## src/rtl/instr_fetch.sv

```systemverilog
// Fetch stage: owns the PC, runs the imem req/valid handshake, holds the instruction and decodes its fields.
// Latency: memory latency + 1 cycle to ISSUE. Backpressure: stall freezes ISSUE. A HALT opcode stops fetch until rst.
module instr_fetch #(
  parameter int unsigned       ADDR_W   = 8,
  parameter logic [ADDR_W-1:0] RESET_PC = '0
) (
  input  logic              clk,
  input  logic              rst,
  output logic              imem_req,
  output logic [ADDR_W-1:0] imem_addr,
  input  logic [15:0]       imem_rdata,
  input  logic              imem_valid,
  input  logic              stall,
  input  logic              jump_en,
  input  logic [ADDR_W-1:0] jump_addr,
  output logic [3:0]        op_code,
  output logic [3:0]        rd,
  output logic [3:0]        rs,
  output logic [3:0]        rt,
  output logic              instr_valid,
  output logic [ADDR_W-1:0] pc,
  output logic              halted
);

  localparam logic [3:0] OP_HALT = 4'b1111;

  typedef enum logic [1:0] {
    S_FETCH = 2'd0,
    S_ISSUE = 2'd1,
    S_HALT  = 2'd2
  } state_e;

  state_e            state_q, state_d;
  logic [ADDR_W-1:0] pc_q, pc_d;
  logic [15:0]       ir_q, ir_d;
  logic              req_q, req_d;
  logic              vld_q, vld_d;
  logic              halted_q, halted_d;

  always_ff @(posedge clk) begin
    if (rst) begin
      state_q  <= S_FETCH;
      pc_q     <= RESET_PC;
      ir_q     <= 16'h0000;
      req_q    <= 1'b0;
      vld_q    <= 1'b0;
      halted_q <= 1'b0;
    end else begin
      state_q  <= state_d;
      pc_q     <= pc_d;
      ir_q     <= ir_d;
      req_q    <= req_d;
      vld_q    <= vld_d;
      halted_q <= halted_d;
    end
  end

  always_comb begin
    state_d  = state_q;
    pc_d     = pc_q;
    ir_d     = ir_q;
    req_d    = req_q;
    vld_d    = vld_q;
    halted_d = halted_q;

    case (state_q)
      S_FETCH: begin
        // The first cycle out of reset sits in FETCH with no request raised yet;
        // a response is only meaningful once the request is actually on the bus.
        req_d = 1'b1;
        if (req_q && imem_valid) begin
          req_d = 1'b0;
          if (imem_rdata[15:12] == OP_HALT) begin
            state_d  = S_HALT;
            halted_d = 1'b1;
          end else begin
            state_d = S_ISSUE;
            ir_d    = imem_rdata;
            vld_d   = 1'b1;
          end
        end
      end
      S_ISSUE: begin
        if (!stall) begin
          pc_d    = jump_en ? jump_addr : pc_q + 1'b1;
          ir_d    = 16'h0000;
          vld_d   = 1'b0;
          req_d   = 1'b1;
          state_d = S_FETCH;
        end
      end
      default: ;
    endcase
  end

  assign imem_req    = req_q;
  assign imem_addr   = pc_q;
  assign pc          = pc_q;
  assign op_code     = ir_q[15:12];
  assign rd          = ir_q[11:8];
  assign rs          = ir_q[7:4];
  assign rt          = ir_q[3:0];
  assign instr_valid = vld_q;
  assign halted      = halted_q;

endmodule

```

## config.mk

```make
export PLATFORM = sky130hd
export DESIGN_NAME = instr_fetch
export DESIGN_NICKNAME = d
export VERILOG_FILES = /design/src/rtl/instr_fetch.sv
export SDC_FILE = /design/constraint.sdc
export NUM_CORES = 1
export LEC_CHECK = 0
export CELL_PAD_IN_SITES_DETAIL_PLACEMENT = 2
export CELL_PAD_IN_SITES_GLOBAL_PLACEMENT = 2
export CORE_MARGIN = 3
export CORE_UTILIZATION = 24
export DETAILED_ROUTE_END_ITERATION = 16
export PLACE_DENSITY = 0.85
export SETUP_SLACK_MARGIN = 0.02
export SYNTH_ARGS = -nofsm -noshare
export SYNTH_HDL_FRONTEND = slang
export SYNTH_SLANG_ARGS = --single-unit
```

## constraint.sdc

```tcl
create_clock -name clk -period 5.25 [get_ports clk]
set_clock_uncertainty 0.1 [all_clocks]
set_input_delay 1.3125 -clock clk [delete_from_list [all_inputs] [get_ports clk]]
set_output_delay 1.3125 -clock clk [all_outputs]
set_load 0.1 [all_outputs]
```

==> load_flow_metrics.sql <==
INSERT INTO impl_metrics (metric_group, metric, value, unit) VALUES
('run_status', 'status', 'finished, final reports clean', ''),
('finish', 'final_core_util', '37.8', '%'),
('global_route', 'globalRoute.totalOverflow', '0', ''),
('job', 'max_cap_viol_count', '0', ''),
('critical_path', 'startpoint_type', 'flop', ''),
('synthesis', 'synthCells', '166', ''),
('timing', 'hold_violations', '0', ''),
('finish', 'final_nets', '243', ''),
('global_route', 'antenna_violations_before_repair', '0', ''),
('timing', 'fmaxAchievable', '0.299', 'GHz'),
('synthesis', 'post_synth_main_area_contributors', 'sky130_fd_sc_hd__dfxtp_1 41%, sky130_fd_sc_hd__o211ai_1 9.6%, sky130_fd_sc_hd__a21oi_1 7.4%', ''),
('synthesis', 'synth_top_family_by_area', 'compound AO/OA/AOI/OAI gates', ''),
('timing', 'setup_viol_count_final', '0', ''),
('synthesis', 'syn_avg_cell_area', '8.50', 'um2'),
('synthesis', 'synthArstFlopShare', '0', '%'),
('floorplanning', 'die_h', '82.7', 'um'),
('critical_path', 'critical_path.max_fanout', '8', ''),
('floorplanning', 'design.portCount', '64', ''),
('floorplanning', 'placeableCoreArea', '5610', 'um2'),
('place', 'hpwl', '3140', 'um'),
('critical_path', 'cp.buffers_inverters', '1', ''),
('synthesis', 'synth_largest_type_area_fraction', '41.1', '%'),
('clock_network', 'clock_sink_count', '29', ''),
('finish', 'antennaDiodeCount', '0', ''),
('synthesis', 'seq_area_frac_synth', '41.1', '%'),
('routing', 'drt-initial-drc-count', '50', ''),
('timing', 'timing.final.crit_share', '63.7', '%'),
('routing', 'ant_nets', '0', ''),
('synthesis', 'number_of_synthesized_flops_with_an_enable_pin', '0', ''),
('floorplanning', 'initial_core_util', '25.2', '%'),
('timing', 'grt_setup_unrepaired', 'no', ''),
('floorplanning', 'floorplan.rows', '27', ''),
('clock_network', 'insertion_delay', '0.28', 'ns'),
('critical_path', 'critical_path_arrival', '1.93', 'ns'),
('synthesis', 'postSynthRegisterBits', '29', ''),
('routing', 'drcViolationCount', '0', ''),
('floorplanning', 'die_x', '82.7', 'um'),
('critical_path', 'cp_cell_sequence', 'clkdlybuf4s50_1', ''),
('routing', 'num_vias', '1477', ''),
('clock_network', 'cts_tree', 'done', ''),
('floorplanning', 'fp.dieArea', '6840', 'um2'),
('clock_network', 'cts-root-to-sink-buffers', '2', ''),
('clock_network', 'post_cts_hold_buffer_count', '0', ''),
('global_route', 'grt_overall_usage', '14.4', '%'),
('critical_path', 'crit_required', '3.84', 'ns'),
('synthesis', 'synth_fp_nets', '196', ''),
('synthesis', 'post_synth_fa_ha_maj_area_fraction', '0.887', '%'),
('pwr', 'vdd_ir_drop_max', '0.109', 'mV'),
('routing', 'route.final.wire_length', '4610', 'um'),
('timing', 'fin_setup_tns', '0', 'ns'),
('place', 'dp_slack', '1.75', 'ns'),
('routing', 'avg_wl_per_cell', '16.2', 'um'),
('timing', 'layout_min_cycle_time', '3.35', 'ns'),
('global_route', 'grt_start_max_net_pins', '33', ''),
('critical_path', 'setup.worst_path.end_class', 'output pin', ''),
('synthesis', 'library_cells_used_by_synthesis', '37', ''),
('clock_network', 'cts.clk_slew.worst_paths', '0.07', 'ns'),
('finish', 'number_of_inserted_filler_cells_in_the_final_layout', '639', ''),
('synthesis', 'synth_flop_cell', 'sky130_fd_sc_hd__dfxtp_1', ''),
('critical_path', 'cpLargestDelayFamily', 'buffers and inverters', ''),
('synthesis', 'yosysTopAreaCell', 'sky130_fd_sc_hd__dfxtp_1', ''),
('clock_network', 'cts_made_buffers', '5', ''),
('clock_network', 'cts_setup_buffers', '0', ''),
('critical_path', 'worst_path_slowest_cell', 'sky130_fd_sc_hd__clkdlybuf4s50_1', ''),
('timing', 'postLayoutSetupSlackWorst', '1.90', 'ns'),
('place', 'place_congestion', '0.719', ''),
('global_route', 'grt_pass1_wl', '7540', 'um'),
('clock_network', 'htreeDepth', '2', ''),
('clock_network', 'clock-root-buffer', 'sky130_fd_sc_hd__clkbuf_8', ''),
('pwr', 'static-leakage-power', '0.677', 'nW'),
('synthesis', 'post_synth_and_or_nand_nor_area_fraction', '22.2', '%');
## registers in the layout, indices dropped and copies added (netlist names)
name,count
imem_req,1
state_q,2
instr_valid,1
imem_addr,8
halted,1
ir_q,16
## worst reg2reg max path, cell delays in order (launching register included)
cell,delay [ns]
sky130_fd_sc_hd__dfxtp_1,0.40
sky130_fd_sc_hd__or3b_1,0.73
sky130_fd_sc_hd__or4b_1,0.63
sky130_fd_sc_hd__a31oi_1,0.16
## cells by family after synthesis
| family | Yosys count |
|---|---|
| AO/OA/AOI/OAI | 57 |
| AND/OR/NAND/NOR | 53 |
| buffers and inverters | 24 |
| adder cells (fa/ha/maj) | 1 |
| multiplexers | 2 |
| flip-flops | 29 |
## routing by layer
layer,part of all wire (%),global-route usage [%],wire length [um],vias up
met5,0,0,0,-
met4,1.2,4.90,55,0
met3,7.3,4.12,335,9
met2,47,24.1,2150,48
met1,45,17.5,2060,709
li1,-,-,-,711
## layout by cell type, fill, tap and decap left out, drive strengths merged, types with 2 or more instances in the layout
master | netlist | layout
nand2 | 3 | 3
mux2i | 2 | 2
nand3b | 2 | 2
a21oi | 21 | 21
nand2b | 2 | 2
a22oi | 3 | 3
dfxtp | 29 | 29
nor3b | 3 | 3
clkdlybuf4s50 | 0 | 63
clkbuf | 14 | 5
a31oi | 3 | 3
nor2 | 8 | 8
nor3 | 2 | 2
o21ai | 6 | 6
nand4 | 2 | 2
o211ai | 18 | 18
and2 | 2 | 2
nand3 | 19 | 19
nor2b | 2 | 2
## per-stage QoR
stage               hold slack, ns  power [mW]  std cells  area, um2
floorplan                    0.413       0.366        166       1410
global placement             0.363       0.417        278       2020
detailed placement           0.368       0.419        278       2020
CTS                          0.395       0.644        285       2120
global route                 0.415       0.664        285       2120
finish                       0.388       0.636        285       2120
## Yosys cell counts (all sizes together), types with 2 or more instances
library cell	number
nand4	2
and2	2
o211ai	18
buf	9
nor2b	2
nand3b	2
a21oi	21
nand2	3
a31oi	3
nor2	8
dfxtp	29
mux2i	2
o21ai	6
nor3	2
clkbuf	14
nand2b	2
nand3	19
a22oi	3
nor3b	3
## worst paths after layout
path | depth (start not counted) | slack (ns) | end | start
hold reg to reg | 2 | 0.39 | halted$_SDFFE_PP0P_ | halted$_SDFFE_PP0P_
hold / removal | 2 | 0.39 | halted$_SDFFE_PP0P_ | halted$_SDFFE_PP0P_
setup / recovery | 1 | 1.90 | imem_addr[5] | imem_addr[5]$_SDFFE_PP0P_
setup reg to reg | 3 | 3.14 | imem_addr[7]$_SDFFE_PP0P_ | state_q[0]$_SDFFE_PP0P_
## layout make-up
cell class	count	area, um2	area share (%)
multi-input cells	113	711	33.5
clock inverters	2	35.0	1.65
repair buffers	63	631	29.8
well taps	72	90.1	4.25
clock buffers	5	68.8	3.25
flip-flops and latches	29	581	27.4
inverters	1	3.75	0.177
## report_power, final
group / internal [mW] / switching (mW) / total, mW
logic: 0.0513 / 0.122 / 0.173
clock network: 0.138 / 0.0852 / 0.223
registers: 0.231 / 0.00932 / 0.240
(Power assumes the default switching activity.)
